### src/rtl/eth_rx_filter.sv
// Receive-side frame filter: forwards the MAC byte stream with one register stage, classifies each
// frame (fcs / runt / giant / address), reports a per-frame status word and keeps statistics counters.
module eth_rx_filter #(
  parameter int unsigned MIN_LEN = 64,
  parameter int unsigned MAX_LEN = 1518,
  parameter int unsigned CNT_W   = 32
) (
  input  logic             clk_int,
  input  logic             rst_int_n,
  input  logic [47:0]      mac_address,
  input  logic             promiscuous,
  input  logic [7:0]       s_axis_tdata,
  input  logic             s_axis_tvalid,
  input  logic             s_axis_tlast,
  input  logic             s_axis_tuser,
  output logic [7:0]       m_axis_tdata,
  output logic             m_axis_tvalid,
  output logic             m_axis_tlast,
  output logic             m_axis_tuser,
  output logic             stat_valid,
  output logic             stat_accept,
  output logic [2:0]       stat_reason,
  output logic [10:0]      stat_len,
  input  logic             cnt_clr,
  output logic [CNT_W-1:0] cnt_ok,
  output logic [CNT_W-1:0] cnt_fcs,
  output logic [CNT_W-1:0] cnt_runt,
  output logic [CNT_W-1:0] cnt_giant,
  output logic [CNT_W-1:0] cnt_addr
);

  typedef enum logic [1:0] {
    ST_SYNC = 2'd0,
    ST_IDLE = 2'd1,
    ST_HDR  = 2'd2,
    ST_BODY = 2'd3
  } state_e;

  localparam logic [2:0]  RSN_OK    = 3'd0;
  localparam logic [2:0]  RSN_FCS   = 3'd1;
  localparam logic [2:0]  RSN_RUNT  = 3'd2;
  localparam logic [2:0]  RSN_GIANT = 3'd3;
  localparam logic [2:0]  RSN_ADDR  = 3'd4;
  localparam logic [10:0] LEN_SAT   = 11'h7FF;
  localparam logic [10:0] LEN_DEST  = 11'd6;
  localparam logic [10:0] MIN_LEN_L = 11'(MIN_LEN);
  localparam logic [10:0] MAX_LEN_L = 11'(MAX_LEN);

  // Destination accepted: IPv4 multicast block, broadcast, own station, or promiscuous mode.
  function automatic logic addr_match(input logic [47:0] dest, input logic [47:0] mac,
                                      input logic prom);
    return (dest[47:24] == 24'h01005E) || (dest == {48{1'b1}}) || (dest == mac) || prom;
  endfunction

  function automatic logic [CNT_W-1:0] cnt_next(input logic [CNT_W-1:0] cnt, input logic inc,
                                                input logic clr);
    logic [CNT_W-1:0] res;
    if (clr) begin
      res = {CNT_W{1'b0}};
    end else if (inc && (cnt != {CNT_W{1'b1}})) begin
      res = cnt + {{(CNT_W-1){1'b0}}, 1'b1};
    end else begin
      res = cnt;
    end
    return res;
  endfunction

  state_e           state_q, state_d;
  logic [47:0]      dest_q, dest_d;
  logic [10:0]      len_q, len_d;
  logic             addr_ok_q, addr_ok_d;
  logic [7:0]       m_tdata_q, m_tdata_d;
  logic             m_tvalid_q, m_tvalid_d;
  logic             m_tlast_q, m_tlast_d;
  logic             m_tuser_q, m_tuser_d;
  logic             stat_valid_q, stat_valid_d;
  logic             stat_accept_q, stat_accept_d;
  logic [2:0]       stat_reason_q, stat_reason_d;
  logic [10:0]      stat_len_q, stat_len_d;
  logic [CNT_W-1:0] cnt_ok_q, cnt_ok_d;
  logic [CNT_W-1:0] cnt_fcs_q, cnt_fcs_d;
  logic [CNT_W-1:0] cnt_runt_q, cnt_runt_d;
  logic [CNT_W-1:0] cnt_giant_q, cnt_giant_d;
  logic [CNT_W-1:0] cnt_addr_q, cnt_addr_d;

  logic             fwd_s;
  logic             eof_s;
  logic [47:0]      dest_shift_s;
  logic [10:0]      len_inc_s;
  logic [10:0]      len_new_s;
  logic             addr_ok_new_s;
  logic [2:0]       reason_s;

  // Frame tracking: state, length, destination capture and address decision.
  always_comb begin
    state_d       = state_q;
    dest_d        = dest_q;
    len_d         = len_q;
    addr_ok_d     = addr_ok_q;
    addr_ok_new_s = addr_ok_q;
    fwd_s         = s_axis_tvalid && (state_q != ST_SYNC);
    eof_s         = fwd_s && s_axis_tlast;
    dest_shift_s  = {dest_q[39:0], s_axis_tdata};
    len_inc_s     = (len_q == LEN_SAT) ? LEN_SAT : (len_q + 11'd1);
    len_new_s     = (state_q == ST_IDLE) ? 11'd1 : len_inc_s;
    case (state_q)
      ST_SYNC: begin
        if (!s_axis_tvalid || s_axis_tlast) begin
          state_d = ST_IDLE;
        end else begin
          state_d = ST_SYNC;
        end
      end
      ST_IDLE: begin
        if (s_axis_tvalid) begin
          dest_d  = dest_shift_s;
          len_d   = 11'd1;
          state_d = s_axis_tlast ? ST_IDLE : ST_HDR;
        end else begin
          state_d = ST_IDLE;
        end
      end
      ST_HDR: begin
        if (s_axis_tvalid) begin
          dest_d = dest_shift_s;
          len_d  = len_inc_s;
          if (len_inc_s == LEN_DEST) begin
            addr_ok_new_s = addr_match(dest_shift_s, mac_address, promiscuous);
          end else begin
            addr_ok_new_s = addr_ok_q;
          end
          addr_ok_d = addr_ok_new_s;
          if (s_axis_tlast) begin
            state_d = ST_IDLE;
          end else if (len_inc_s == LEN_DEST) begin
            state_d = ST_BODY;
          end else begin
            state_d = ST_HDR;
          end
        end else begin
          state_d = ST_HDR;
        end
      end
      ST_BODY: begin
        if (s_axis_tvalid) begin
          len_d   = len_inc_s;
          state_d = s_axis_tlast ? ST_IDLE : ST_BODY;
        end else begin
          state_d = ST_BODY;
        end
      end
      default: begin
        state_d = ST_SYNC;
      end
    endcase
  end

  // End-of-frame classification in priority order: fcs, runt, giant, address.
  always_comb begin
    reason_s = RSN_OK;
    if (s_axis_tuser) begin
      reason_s = RSN_FCS;
    end else if (len_new_s < MIN_LEN_L) begin
      reason_s = RSN_RUNT;
    end else if (len_new_s > MAX_LEN_L) begin
      reason_s = RSN_GIANT;
    end else if (!addr_ok_new_s) begin
      reason_s = RSN_ADDR;
    end else begin
      reason_s = RSN_OK;
    end
  end

  // Output stage, status word and counters; the counters follow the registered status pulse.
  always_comb begin
    m_tdata_d     = s_axis_tdata;
    m_tvalid_d    = fwd_s;
    m_tlast_d     = eof_s;
    m_tuser_d     = eof_s && (reason_s != RSN_OK);
    stat_valid_d  = eof_s;
    stat_accept_d = stat_accept_q;
    stat_reason_d = stat_reason_q;
    stat_len_d    = stat_len_q;
    if (eof_s) begin
      stat_accept_d = (reason_s == RSN_OK);
      stat_reason_d = reason_s;
      stat_len_d    = len_new_s;
    end else begin
      stat_accept_d = stat_accept_q;
    end
    cnt_ok_d    = cnt_next(cnt_ok_q,    stat_valid_q && (stat_reason_q == RSN_OK),    cnt_clr);
    cnt_fcs_d   = cnt_next(cnt_fcs_q,   stat_valid_q && (stat_reason_q == RSN_FCS),   cnt_clr);
    cnt_runt_d  = cnt_next(cnt_runt_q,  stat_valid_q && (stat_reason_q == RSN_RUNT),  cnt_clr);
    cnt_giant_d = cnt_next(cnt_giant_q, stat_valid_q && (stat_reason_q == RSN_GIANT), cnt_clr);
    cnt_addr_d  = cnt_next(cnt_addr_q,  stat_valid_q && (stat_reason_q == RSN_ADDR),  cnt_clr);
  end

  // State and output registers.
  always_ff @(posedge clk_int or negedge rst_int_n) begin
    if (!rst_int_n) begin
      state_q       <= ST_SYNC;
      dest_q        <= 48'd0;
      len_q         <= 11'd0;
      addr_ok_q     <= 1'b0;
      m_tdata_q     <= 8'd0;
      m_tvalid_q    <= 1'b0;
      m_tlast_q     <= 1'b0;
      m_tuser_q     <= 1'b0;
      stat_valid_q  <= 1'b0;
      stat_accept_q <= 1'b0;
      stat_reason_q <= 3'd0;
      stat_len_q    <= 11'd0;
      cnt_ok_q      <= {CNT_W{1'b0}};
      cnt_fcs_q     <= {CNT_W{1'b0}};
      cnt_runt_q    <= {CNT_W{1'b0}};
      cnt_giant_q   <= {CNT_W{1'b0}};
      cnt_addr_q    <= {CNT_W{1'b0}};
    end else begin
      state_q       <= state_d;
      dest_q        <= dest_d;
      len_q         <= len_d;
      addr_ok_q     <= addr_ok_d;
      m_tdata_q     <= m_tdata_d;
      m_tvalid_q    <= m_tvalid_d;
      m_tlast_q     <= m_tlast_d;
      m_tuser_q     <= m_tuser_d;
      stat_valid_q  <= stat_valid_d;
      stat_accept_q <= stat_accept_d;
      stat_reason_q <= stat_reason_d;
      stat_len_q    <= stat_len_d;
      cnt_ok_q      <= cnt_ok_d;
      cnt_fcs_q     <= cnt_fcs_d;
      cnt_runt_q    <= cnt_runt_d;
      cnt_giant_q   <= cnt_giant_d;
      cnt_addr_q    <= cnt_addr_d;
    end
  end

  assign m_axis_tdata  = m_tdata_q;
  assign m_axis_tvalid = m_tvalid_q;
  assign m_axis_tlast  = m_tlast_q;
  assign m_axis_tuser  = m_tuser_q;
  assign stat_valid    = stat_valid_q;
  assign stat_accept   = stat_accept_q;
  assign stat_reason   = stat_reason_q;
  assign stat_len      = stat_len_q;
  assign cnt_ok        = cnt_ok_q;
  assign cnt_fcs       = cnt_fcs_q;
  assign cnt_runt      = cnt_runt_q;
  assign cnt_giant     = cnt_giant_q;
  assign cnt_addr      = cnt_addr_q;

endmodule
### config.mk
export PLATFORM = sky130hd
export DESIGN_NAME = eth_rx_filter
export DESIGN_NICKNAME = d
export VERILOG_FILES = /design/src/rtl/eth_rx_filter.sv
export SDC_FILE = /design/constraint.sdc
export NUM_CORES = 1
export LEC_CHECK = 0
export ABC_CLOCK_PERIOD_IN_PS = 5800
export CORE_MARGIN = 10
export CORE_UTILIZATION = 41
export CTS_CLUSTER_SIZE = 12
export DETAILED_ROUTE_END_ITERATION = 10
export GPL_TIMING_DRIVEN = 1
export HOLD_SLACK_MARGIN = 0.12
export PLACE_DENSITY = 0.63
export SLEW_MARGIN = 25
export SYNTH_ARGS = -nofsm -noshare
export SYNTH_HDL_FRONTEND = slang
export SYNTH_SLANG_ARGS = --single-unit
export TNS_END_PERCENT = 20
### constraint.sdc
create_clock -name clk_int -period 5.8 [get_ports clk_int]
set_clock_uncertainty 0.15 [all_clocks]
set_input_delay 1.16 -clock clk_int [delete_from_list [all_inputs] [get_ports clk_int]]
set_output_delay 1.16 -clock clk_int [all_outputs]
set_load 0.01 [all_outputs]
; ---- After elaboration in Yosys (flattened, before gate mapping)
; Cells that the tools add are included.
[word_totals]
out_inout_bits = 187
in_bits = 63
register_bits = 240
elab_cells = 107
[classes]
muxes = 31
n_addsub = 6
n_lt_le_gt_ge = 2
eq_ne = 19
reduce_logical = 33
[ops]
columns = operator, n
row1 = 32-bit two-way mux, 10
row2 = "32-bit by 1-bit adder with 32-bit output, second input constant", 5
row3 = "32-bit != test, second input constant", 5
row4 = 48-bit equality test, 1
row5 = "48-bit equality test, second input constant", 1
row6 = 11-bit two-way mux, 4
row7 = "24-bit by 17-bit equality test with 1-bit output, second input constant", 1
row8 = 11-bit case mux with 2 select lines, 1
row9 = 2-bit nonzero test, 7
row10 = 1-bit logical AND, 13
row11 = 2-bit two-way mux, 6
row12 = 3-bit two-way mux, 4
row13 = "11-bit by 1-bit adder with 11-bit output, second input constant", 1
row14 = "11-bit equality test, second input constant", 1
row15 = "11-bit by 3-bit equality test with 1-bit output, second input constant", 1
row16 = "11-bit greater-than comparator, second input constant", 1
row17 = "11-bit by 7-bit < comparator with 1-bit output, second input constant", 1
row18 = 2-bit case mux with 4 select lines, 1
row19 = "3-bit by 2-bit equality test with 1-bit output, second input constant", 2
row20 = 3-bit logical NOT, 2
row21 = 1-bit two-way mux, 5
row22 = "2-bit equality test, second input constant", 2
row23 = 1-bit logical OR, 4
row24 = 2-bit OR reduction, 2
row25 = other kinds (10), 10

; ---- Depth between registers and ports, before layout
; Gate-level depths: netlist of run 1.
[logic_depth]
ltp_word = 13
ltp_mapped = 9
mapped_depth_nobuf = 9

; ---- Least setup slack after synthesis of run 1
; OpenSTA, ideal clock, no wires.
[synth_path]
kind = input to register
start = input port s_axis_tvalid
end = register stat_accept_q (netlist: stat_accept)
setup_time_ns = 0.122
path_buffers = 1
path_slack_ns = 3.221
path_stages = 7
required_ns = 5.528
arrival_ns = 2.307
path_cell_list = clkbuf_1 nand4b_1 nor3_1 and3_4 mux2i_1 inv_2 a32o_1
[synth_via]
elab_chain_len = 7
word_cells_on_any_way = 9
cone_classes = mux (6) / reduce/logical (3)
[synth_rtl]
columns = element, line_no
row1 = "start, declared", 13  ; input logic s_axis_tvalid,
row2 = 1-bit two-way mux, 124  ; if (s_axis_tvalid) begin
row3 = 1-bit two-way mux, n/a
row4 = 3-bit two-way mux, 167  ; end else if (!addr_ok_new_s) begin
row5 = 3-bit two-way mux, 165  ; end else if (len_new_s > MAX_LEN_L) begin
row6 = 3-bit two-way mux, 163  ; end else if (len_new_s < MIN_LEN_L) begin
row7 = 3-bit two-way mux, 161  ; if (s_axis_tuser) begin
row8 = 3-bit logical NOT, 185  ; stat_accept_d = (reason_s == RSN_OK);
row9 = "end signal, assigned", 228  ; stat_accept_q <= stat_accept_d;
row10 = "end, declared", 77  ; logic stat_accept_q, stat_accept_d;
; Several ways; a longest one is shown, not always the timed one.
; A chain may end at the register's enable or synchronous reset.

; ---- Worst setup path in the final report of run 1
[layout_path]
start = register stat_reason_q[0] (netlist: stat_reason[0])
end = output port stat_reason[0]
[layout_lines]
columns = element, line_no
row1 = "start, declared", 78  ; logic [2:0] stat_reason_q, stat_reason_d;
row2 = "start signal, assigned", 229  ; stat_reason_q <= stat_reason_d;
row3 = "end, declared", 22  ; output logic [2:0] stat_reason,
; No word-level cell between the ends.

==> results of run 1 <==
-- worst min-delay path: cells and delay by family, from the launching register on --
| kind | cells | cell delay (ns) |
|---|---|---|
| simple gates | 1 | 0.05 |
| flops | 1 | 0.34 |
| compound gates | 1 | 0.06 |
-- placed cells by master, fill, tap and decap left out, types with 7 or more instances in the layout --
master / n
o21ai_0: 33
xnor2_1: 97
ha_1: 10
nor4_1: 16
dfrtp_1: 240
or3_1: 22
and4_1: 20
a21oi_1: 27
nand3_1: 62
nand2_1: 91
nor3_1: 27
xor2_1: 89
mux2i_1: 7
inv_1: 24
mux2_2: 40
and2_1: 18
clkbuf_8: 7
and3_1: 23
nor2_1: 175
clkdlybuf4s50_1: 247
clkbuf_16: 27
nand4_1: 76
-- power by group --
group / total, mW / switching (mW) / internal, mW
Combinational: 0.882 / 0.413 / 0.469
Clock: 1.75 / 0.675 / 1.07
Sequential: 2.17 / 0.306 / 1.87
Total: 4.80 / 1.39 / 3.41
-- registers in the layout, summed over array words and instances, names as in the netlist --
register	count
cnt_fcs	32
stat_accept	1
cnt_runt	32
stat_reason	3
stat_len	11
state_q	2
m_axis_tvalid	1
m_axis_tdata	8
m_axis_tuser	1
stat_valid	1
addr_ok_q	1
dest_q	40
len_q	11
cnt_giant	32
cnt_ok	32
cnt_addr	32
-- final timing paths --
path / endpoint / start / slack (ns) / cells after the start
worst min register to register: stat_len[7] / stat_len[7] / 0.33 / 2
worst max-delay path: stat_reason[0] / stat_reason[0] / 2.75 / 1
min in group asynchronous: cnt_fcs[8] / rst_int_n / 0.45 / 1
max in group asynchronous: cnt_addr[3] / rst_int_n / 3.94 / 2
worst max register to register: stat_accept / len_q[0] / 2.91 / 9
worst min-delay path: stat_len[7] / stat_len[7] / 0.33 / 2
-- metal layers --
metal | part of all wire, % | vias to the layer above | routed length (um)
met4 | 1.5 | 0 | 513
met3 | 7.4 | 36 | 2554
li1 | - | 4748 | -
met2 | 47 | 223 | 16110
met5 | 0 | - | 0
met1 | 44 | 4854 | 15280
-- cell families after synthesis --
kind of cell / share of synthesized area, %
compound gates: 5.582
simple gates: 23.96
buf+inv: 2.057
xor+xnor: 13.46
mux: 4.300
fa+ha+maj: 1.034
flops: 49.61
-- cell type report --
type / count / area share, %
clock inverters: 8 / 0.7404
flip-flops and latches: 240 / 37.81
inverters: 25 / 0.5908
well taps: 384 / 3.025
multi-input cells: 907 / 36.83
clock buffers: 39 / 4.978
repair buffers: 254 / 16.02
==> results_dict.tcl, run 1 <==
set metrics [dict create \
    fin_tns_setup_ns 0 \
    yosysWarnings 0 \
    slowest_stage "clkdlybuf4s50_1" \
    ctsResizeCount 0 \
    synth-seq-cells 240 \
    worstPathArrival_ns 1.74 \
    synth_edf_count 0 \
    drive_gt1_share_pct 7.875 \
    drt_first_pass_iters 5 \
    num_vias 9861 \
    tritoncts "yes" \
    period_needed_ns 3.055 \
    fin_crit_sh_pct 52.66 \
    die_h_um 191.8 \
    num_io_pins 250 \
    pre_cts_slack_ns 2.466 \
    io_buffers 249 \
    rows 62 \
    viasPerCell 5.310 \
    async_flop_share_pct 100.0 \
    cp_num_buf_inv 1 \
    grt_max_degree 119 \
    place_area_mm2 0.01498 \
    setup_slack_ns 2.745 \
    clk_latency_ns 0.53 \
    wl_per_cell_um 18.55 \
    synth_most_common_cell "dfrtp_1" \
    crit_fanout 7 \
    wl_mm 34.45 \
    hold_viol 0 \
    area_growth_pct 31.21 \
    synth.top_cells.by_area "dfrtp_1, xnor2_1, xor2_1" \
    syn-mean-instance-area_um2 9.996 \
    detail-route-antenna-nets 0 \
    critPathCaptureType "output pin" \
    synth_cell_types 69 \
    antenna_found_initial 0 \
    insertedDiodeCount 0 \
    path_delay_family "buffers and inverters" \
    power_density_mw_per_mm2 302.3 \
    grt-ovfl-total 0 \
    fillers 2579 \
    p_leak_nw 6.345 \
    holdWs_ns 0.3296 \
    synth_area_mm2 0.01211 \
    cts_setup_buffers 0 \
    rsz0062_at_grt "false" \
    seq_area_mm2 0.006006 \
    worstSetupStartpointType "flip-flop" \
    clockBufferDepth 3 \
    synth_top_area_share_pct 49.61 \
    maxSlewHeadroom_pct 37.35 \
    worst_pin_slew_ns 0.9379 \
    grt_use_met1_pct 24.55 \
    cp_cell_sequence "clkdlybuf4s50_1" \
    post-dp-hpwl_mm 25.32 \
    synth_nets 1284 \
    core-area_mm2 0.02894 \
    start_util_pct 41.84 \
    htreeDepth 1 \
    drt_iter0_drc 610 \
    cts_made_buffers 27 \
    max_freq_ghz 0.3274 \
    clockRootBuffer "clkbuf_16" \
    drv_cap 0 \
    dp.cells 1810 \
    critPathKind "reg -> out" \
    multi_input_area_mm2 0.005851 \
    fin_area_mm2 0.01588 \
    grtUsageTotal_pct 18.41 \
    cts_sinks 240 \
    fp.dieW_um 191.8 \
    vdd_drop_max_mv 0.2438 \
    total_power_mw 4.801 \
    synth_top_area_cell "dfrtp_1" \
    grt.busiest_layer "met2" \
    grt_pass1_vias 9989 \
    met2_usage_pct 29.73 \
    fin_cells 1857 \
    met3_usage_pct 4.661 \
    max_stage_delay_ns 0.67 \
    nNetsFinal 1528 \
    synthFlopType "dfrtp_1" \
    hold_buffers 0 \
    final_util_pct 54.89 \
    synthCells 1211 \
    yosysSeqAreaShare_pct 49.61 \
    setup_viol 0 \
    gp_congestion 0.8441 \
    cp.required_ns 4.49 \
    grt_first_pass_wirelength_mm 55.43 \
    dieArea_mm2 0.03680 \
    drv_slew 0 \
    status "finished, final reports clean" \
    drc 0 \
    hold_path.class "reg -> reg" \
    synth_commonest_cells "dfrtp_1, nor2_1, xnor2_1" \
    cts.reportedPaths.clkPinSlew_ns 0.06 \
]
Note: power is estimated with default switching activity, not from simulation.
==> run 2: changes to the inputs <==
ABC_CLOCK_PERIOD_IN_PS = 2700   (was 5800)
PLACE_DENSITY = 0.66   (was 0.63)
clock period = 2.7 ns   (was 5.8 ns; I/O delays follow)
==> run 2 against run 1 <==
  * Setup slack lost 2.6 ns
  * Global-route usage grew 0.42 points
  * Critical path depth grew 7
  * Via count grew 0.93%
  * Utilization grew 1.2 points
  * Total power grew 110%
  * Largest cell class unchanged
  * Sequential share of layout area shrank 0.79 points
  * Count of clock-buffer cells in the layout grew 1
  * Largest power group unchanged
  * Non-clock buffer count grew 43
  * Combinational power grew 140%
  * First-iteration DRC count shrank 13%
==> results_dict.tcl, run 2 (synthesized netlist as in run 1, its figures left out) <==
set metrics [dict create \
    status "finished, final reports clean" \
    cp_num_buf_inv 1 \
    worstPathArrival_ns 2.80 \
    cts_sinks 240 \
    insertedDiodeCount 0 \
    cp_cell_sequence "nand4_4 > nor3_2 > mux2i_1 > and4b_1 > and3_4 > mux2i_1 > inv_2 > a32o_1" \
    cp-startpoint "len_q[4]" \
    detail-route-antenna-nets 0 \
    drv_cap 0 \
    post-dp-hpwl_mm 26.96 \
    worstSetupStartpointType "flip-flop" \
    htreeDepth 1 \
    grt_pass1_vias 10040 \
    num_io_pins 250 \
    r2r_start "len_q[4]" \
    num_vias 9953 \
    antenna_found_initial 0 \
    largest_reg_flops 40 \
    netSwitchingFraction_pct 29.56 \
    rows 62 \
    drc 0 \
    registers.top_by_ff_count "dest_q" \
    final_cell_mix "clkdlybuf4s50_1, dfrtp_1, nor2_1" \
    fin_crit_sh_pct 93.84 \
    final_util_pct 56.07 \
    worst_pin_slew_ns 0.7136 \
    die_h_um 191.8 \
    hold_path.class "in -> reg" \
    wl_per_cell_um 18.72 \
    maxSlewHeadroom_pct 52.43 \
    grt-ovfl-total 0 \
    start_util_pct 41.84 \
    dp.cells 1852 \
    power_density_mw_per_mm2 630.9 \
    cts_setup_buffers 0 \
    seq_area_mm2 0.006006 \
    nNetsFinal 1571 \
    fin_cells 1901 \
    gp_congestion 0.8979 \
    hold_viol 0 \
    clockPowerShare_pct 34.4 \
    period_needed_ns 2.534 \
    setup_viol 0 \
    holdWs_ns 0.3277 \
    core-area_mm2 0.02894 \
    p_int_mw 7.210 \
    cts_made_buffers 27 \
    dieArea_mm2 0.03680 \
    clk_latency_ns 0.52 \
    min_from "cnt_clr" \
    crit_fanout 7 \
    grt_max_degree 82 \
    grtUsageTotal_pct 18.83 \
    layout_commonest_cell "clkdlybuf4s50_1" \
    cp.required_ns 2.97 \
    grt_first_pass_wirelength_mm 55.99 \
    power.switching_mw 3.026 \
    clockRootBuffer "clkbuf_16" \
    tritoncts "yes" \
    critPathKind "reg -> reg" \
    crit_top_cell "mux2i_1" \
    fp.dieW_um 191.8 \
    drt_iter0_drc 529 \
    critPathCaptureType "flip-flop" \
    clockBufferDepth 3 \
    seqPwrFrac_pct 45.1 \
    area_growth_pct 34.03 \
    path_delay_family "simple AND/OR/NAND/NOR gates" \
    slowest_stage "dfrtp_1" \
    vdd_drop_max_mv 0.7210 \
    max_stage_delay_ns 0.51 \
    wl_mm 35.58 \
    io_buffers 249 \
    fillers 2532 \
    drive_gt1_share_pct 10.55 \
    drv_slew 0 \
    p_leak_nw 6.561 \
    drt_first_pass_iters 5 \
    multi_input_area_mm2 0.005867 \
    max_freq_ghz 0.3947 \
    p_comb_share_pct 20.5 \
    rsz0062_at_grt "false" \
    viasPerCell 5.236 \
    cts.reportedPaths.clkPinSlew_ns 0.06 \
]
## run 2: changes by cell type in the layout (fill, tap and decap cells not counted)
cell,previous run,this run
buf_4,5,43
buf_12,1,5
bufinv_16,3,0
clkinv_2,4,7
clkbuf_8,7,9
a211oi_2,1,0
a211oi_4,0,1
clkbuf_1,5,4
dlygate4sd3_1,0,1
nor4_2,2,1
nor4_4,2,3
o21ai_0,33,32
o21ai_1,1,2
## run 2: worst paths after layout
kind,slack [ns],endpoint,cells past startpoint
max,0.17,stat_accept,8
max in group asynchronous,1.17,dest_q[28],3
min reg2reg,0.33,stat_len[10],2
min in group asynchronous,0.45,cnt_fcs[14],2
max reg2reg,0.17,stat_accept,8
min,0.33,cnt_fcs[29],2
## run 2: layout make-up
| cell class | count | area share, % |
|---|---|---|
| multi-input cells | 907 | 36.16 |
| flip-flops and latches | 240 | 37.02 |
| clock buffers | 40 | 5.020 |
| inverters | 25 | 0.5784 |
| clock inverters | 8 | 0.2622 |
| well taps | 384 | 2.961 |
| repair buffers | 297 | 18.00 |
## run 2: what timing repair did
item | in CTS | in global routing
resized for setup | 0 | 3
hold buffers | 1 | 0
endpoints found under the setup margin | 0 | 10
hold endpoints to repair | 71 | 0
## run 2: per-stage QoR
stage	TNS (ns)	worst slack [ns]	instance area, um^2	power (mW)
finish	0	0.1664	16220	10.24
global route	0	0.007594	16220	10.75
CTS	0	0.1429	16210	10.37
detailed placement	-0.2365	-0.1151	15340	6.787
global placement	-0.1125	-0.07968	15340	6.759
floorplan	0	0.2365	12110	5.778
## run 2: metal layers
layer | up-vias | part of all wire [%] | wire, um | GRT usage, %
met5 | - | 0 | 0 | 0
met4 | 0 | 2.2 | 785 | 4.147
met2 | 258 | 48 | 16930 | 31.54
li1 | 4820 | - | - | -
met3 | 40 | 7.8 | 2786 | 5.223
met1 | 4835 | 42 | 15080 | 23.73
## run 2: power by group through the flow
stage	clock (mW)	combinational, mW	sequential, mW
global placement	0	2.09	4.67
CTS	3.63	2.13	4.61
global route	3.78	2.31	4.66
floorplan	0	1.33	4.45
detailed placement	0	2.12	4.67
finish	3.52	2.10	4.62
